==> src/rtl/xgriscv_memarb.sv <==
// xgriscv_memarb
// Shares one single-port, ready-handshake memory between the instruction-fetch
// port and the load/store port. Only one access is in flight at a time. When
// both ports request at once, round-robin picks the winner. The winner gets its
// read data and a one-cycle ack. `stall` holds the core until its access is done.
//
// Ports:
//   clk, reset          : clock, synchronous active-high reset
//   if_req/if_addr      : fetch request and address (held until if_ack)
//   if_rdata/if_ack     : fetched word (held until next fetch), completion pulse
//   d_req/d_we/d_addr   : data request, 1 = store, address (held until d_ack)
//   d_wdata/d_be        : store data, byte enables
//   d_rdata/d_ack       : load data (loads only), completion pulse
//   mem_req..mem_be     : registered memory request and payload
//   mem_rdata/mem_ready : memory read data, access-complete strobe
//   stall               : a request is pending and has not been acked yet
module xgriscv_memarb #(
    parameter int unsigned XLEN      = 32,
    parameter int unsigned ADDR_SIZE = 32
) (
    input  logic                 clk,
    input  logic                 reset,
    input  logic                 if_req,
    input  logic [ADDR_SIZE-1:0] if_addr,
    output logic [XLEN-1:0]      if_rdata,
    output logic                 if_ack,
    input  logic                 d_req,
    input  logic                 d_we,
    input  logic [ADDR_SIZE-1:0] d_addr,
    input  logic [XLEN-1:0]      d_wdata,
    input  logic [3:0]           d_be,
    output logic [XLEN-1:0]      d_rdata,
    output logic                 d_ack,
    output logic                 mem_req,
    output logic                 mem_we,
    output logic [ADDR_SIZE-1:0] mem_addr,
    output logic [XLEN-1:0]      mem_wdata,
    output logic [3:0]           mem_be,
    input  logic [XLEN-1:0]      mem_rdata,
    input  logic                 mem_ready,
    output logic                 stall
);

    typedef enum logic [1:0] {StIdle, StBusy, StAck} state_e;

    state_e state;
    logic   gnt_d;   // current grant belongs to the data port
    logic   last_d;  // previous grant went to the data port
    logic   pick_d;

    // A lone data request always wins. On a tie, data wins only if fetch went last.
    assign pick_d = d_req & (~if_req | ~last_d);

    assign stall = (if_req & ~if_ack) | (d_req & ~d_ack);

    always_ff @(posedge clk) begin
        if (reset) begin
            state     <= StIdle;
            gnt_d     <= 1'b0;
            last_d    <= 1'b1;
            mem_req   <= 1'b0;
            mem_we    <= 1'b0;
            mem_addr  <= '0;
            mem_wdata <= '0;
            mem_be    <= 4'b0000;
            if_rdata  <= '0;
            d_rdata   <= '0;
            if_ack    <= 1'b0;
            d_ack     <= 1'b0;
        end else begin
            if_ack <= 1'b0;
            d_ack  <= 1'b0;
            unique case (state)
                StIdle: begin
                    if (if_req || d_req) begin
                        state   <= StBusy;
                        mem_req <= 1'b1;
                        gnt_d   <= pick_d;
                        last_d  <= pick_d;
                        if (pick_d) begin
                            mem_we    <= d_we;
                            mem_addr  <= d_addr;
                            mem_wdata <= d_wdata;
                            mem_be    <= d_be;
                        end else begin
                            // mem_wdata keeps its old value; it is unused on a read.
                            mem_we   <= 1'b0;
                            mem_addr <= if_addr;
                            mem_be   <= 4'b1111;
                        end
                    end
                end
                StBusy: begin
                    if (mem_ready) begin
                        state   <= StAck;
                        mem_req <= 1'b0;
                        if (gnt_d) begin
                            d_ack <= 1'b1;
                            if (!mem_we) begin
                                d_rdata <= mem_rdata;
                            end
                        end else begin
                            if_ack   <= 1'b1;
                            if_rdata <= mem_rdata;
                        end
                    end
                end
                StAck: begin
                    // Do not grant here. The acked requester may still hold req high this cycle.
                    state <= StIdle;
                end
                default: begin
                    state   <= StIdle;
                    mem_req <= 1'b0;
                end
            endcase
        end
    end

endmodule
==> config.mk <==
export PLATFORM = sky130hd
export DESIGN_NAME = xgriscv_memarb
export DESIGN_NICKNAME = d
export VERILOG_FILES = /design/src/rtl/xgriscv_memarb.sv
export SDC_FILE = /design/constraint.sdc
export NUM_CORES = 1
export LEC_CHECK = 0
export BUFFER_PORTS_ARGS = -buffer_cell sky130_fd_sc_hd__buf_2
export CAP_MARGIN = 10
export CORE_MARGIN = 4
export CORE_UTILIZATION = 46
export DETAILED_ROUTE_END_ITERATION = 10
export PLACE_DENSITY = 0.81
export REMOVE_ABC_BUFFERS = 1
export SLEW_MARGIN = 20
export SYNTH_ARGS = -nofsm -noshare
export SYNTH_HDL_FRONTEND = slang
export SYNTH_SLANG_ARGS = --single-unit
==> constraint.sdc <==
create_clock -name clk -period 1.6 [get_ports clk]
set_input_delay 0.08 -clock clk [delete_from_list [all_inputs] [get_ports clk]]
set_output_delay 0.08 -clock clk [all_outputs]
set_load 0.02 [all_outputs]
==> impl_metrics.py <==
metrics = {
    "synthesis": {
        "yosysTopAreaCell": "dfxtp_1",
        "avgSynthCellArea_um2": 8.35,
        "synth_area_leaders": "dfxtp_1 (51%), nand2_1 (13%), a21oi_1 (9.2%)",
        "synthFlopType": "dfxtp_1",
        "synthTopCellsByCount": "nand2_1 (195), dfxtp_1 (140), a21oi_1 (100)",
        "yosysTopAreaCellShare": 0.513,
        "synthCells": 654,
        "synth_edf_count": 0,
        "synth_cell_types": 31,
        "ys_seq_elements": 140,
        "yosys_warnings": 0,
        "synthArstFlopShare": 0,
        "yosysMostFrequentCell": "nand2_1",
        "netlist_area_um2": 5460,
        "yosysSeqAreaShare": 0.513,
    },
    "sta": {
        "drv_slew": 0,
        "skew_ps": 10.3,
        "maxSlewHeadroom": 0.627,
        "timing.fmax_mhz": 653,
        "hold_viol_final": 0,
        "final.setup.worst_slack_ps": 69.7,
        "rsz0062_at_grt": "false",
        "period_needed_ps": 1530,
        "worst_pin_slew_ps": 559,
        "min_period_over_period": 0.956,
        "finalSetupViolations": 0,
    },
    "power": {
        "p_leak_uw": 0.00412,
        "power.density_nw_per_um2": 1100,
        "ir_worst_vdd_mv": 0.681,
        "fin_total_pwr_uw": 9880,
    },
    "detailed_routing": {
        "remaining_drc_errors": 0,
        "drt_wl_total_um": 22300,
        "via_per_inst": 5.66,
        "drt_iter0_drc": 840,
        "ant_nets": 0,
        "post_drt_wl_per_cell_um": 18.7,
        "vias": 6747,
        "firstDrtPassIters": 5,
    },
    "hold_path": {
        "hold_class": "in -> reg",
        "min_from": "d_req",
    },
    "floorplan": {
        "core_um2": 11500,
        "dieArea_um2": 13700,
        "row_count": 39,
        "dieHeight_um": 117,
        "ios": 275,
        "die_w_um": 117,
        "initial_core_util": 0.474,
    },
    "worst_setup_path": {
        "worstPathRequired_ps": 1860,
        "cp.arrival_ps": 1790,
        "worstSetupStartpoint": "state[1]",
        "end_kind": "flip-flop",
        "worst_setup_path_start_kind": "flip-flop",
        "critPathMaxFanout": 10,
        "reg2reg_from": "state[1]",
        "crit_type": "reg -> reg",
    },
    "place": {
        "portBuffers": 274,
        "gp_congestion": 0.805,
        "dp_hpwl_um": 11800,
        "post-place-ws_ps": 33.1,
    },
    "global_route": {
        "grt_max_degree": 69,
        "globalRouteOverflowTotal": 0,
        "antenna_found_initial": 0,
        "grt.total_usage": 0.319,
        "grt_pass1_vias": 6707,
        "grt_pass1_wl_um": 34000,
    },
    "status": {
        "status": "completed",
    },
    "layout": {
        "drive_gt1_frac": 0.318,
        "syn2layout_area_growth_pct": 64.0,
        "nets": 1174,
    },
    "clock_tree": {
        "numClockSinks": 140,
        "cts_tree": "built",
        "cts_max_level": 4,
        "clk_latency_ps": 410,
        "postCtsSetupBuffers": 0,
        "cts_root_buf": "clkbuf_16",
        "clk_pin_slew_ps": 60,
        "cts_inserted_buffers": 17,
        "cts_buffer_depth": 2,
    },
    "job": {
        "max_cap_viol_count": 0,
    },
}
layer usage:
metal	global-route usage	up-vias	part of all wire	wire (um)
met1	0.357	3085	0.37	8300
met2	0.523	524	0.46	10300
met3	0.0915	126	0.10	2280
met5	0	-	0	0
li1	-	3012	-	-
met4	0.216	0	0.066	1470
sequential cells by signal, indices dropped and copies added (netlist names), 2 cells and up:
register and flops:
d_rdata 32, if_rdata 32, mem_addr 32, mem_be 4
mem_wdata 32, state 2
cells in the final DEF (no fill, tap or decap), types with 2 or more instances in the layout:
| cell type | count |
|---|---|
| dfxtp_1 | 139 |
| clkbuf_8 | 3 |
| nor2_1 | 3 |
| nand3_1 | 33 |
| a21oi_1 | 100 |
| inv_6 | 2 |
| inv_1 | 2 |
| a311oi_1 | 32 |
| bufinv_16 | 4 |
| clkbuf_1 | 2 |
| buf_4 | 9 |
| o21ai_1 | 5 |
| nand2_1 | 195 |
| o21ai_0 | 30 |
| buf_12 | 8 |
| clkinv_2 | 3 |
| clkbuf_16 | 17 |
| buf_2 | 273 |
| mux2i_1 | 32 |
| o221a_2 | 4 |
| nor2_4 | 2 |
| dlygate4sd3_1 | 135 |
area by class of cell:
class                      instances  area [um2]
fill                             687        2560
multi-input combinational        449        2380
timing repair buffer             425        2950
tap                              143         179
clock inverter                    10         160
inverter                           3        11.3
sequential                       140        2800
antenna                            1        2.50
clock buffer                      22         474
through the flow:
stage | cell area, um2 | instances | setup TNS, ps | util | hold slack, ps
final | 8960 | 1193 | 0 | 0.778 | 159
after global routing | 8960 | 1192 | 0 | 0.778 | 177
after CTS | 8960 | 1192 | 0 | 0.778 | 132
after detailed placement | 6970 | 1025 | 0 | 0.605 | 333
after global placement | 6970 | 1025 | 0 | 0.605 | 334
after floorplan | 5170 | 592 | -118260 | - | 149
what timing repair did:
| action | CTS | global route |
|---|---|---|
| hold buffers | 135 | 0 |
| setup endpoints to repair | 0 | 9 |
| resized for setup | 0 | 1 |
| hold endpoints to repair | 136 | 0 |
worst max-delay path: stages (launching register included):
cell,delay (ps)
dfxtp_1,370
nand3b_1,200
or3b_1,620
mux2i_1,210
kinds of logic (layout without fill, tap and decap cells):
| group | count (synthesis) | after routing | share of synthesized area |
|---|---|---|---|
| flops | 140 | 140 | 0.513 |
| mux | 32 | 32 | 0.0586 |
| other cells | 0 | 1 | 0 |
| compound gates | 175 | 175 | 0.189 |
| buf+inv | 65 | 460 | 0.0552 |
| simple gates | 242 | 242 | 0.184 |
final timing paths:
check / to / slack [ps] / depth (start not counted)
min: mem_we / 160 / 4
max reg2reg: d_rdata[26] / 70 / 3
max: d_rdata[26] / 70 / 3
min reg2reg: if_rdata[19] / 450 / 2
power breakdown:
part,switching (uW),internal [uW]
sequential,130,3710
combinational,1070,765
clock,1470,2740
total,2670,7210
No activity file was read; power rests on OpenSTA's default activity.
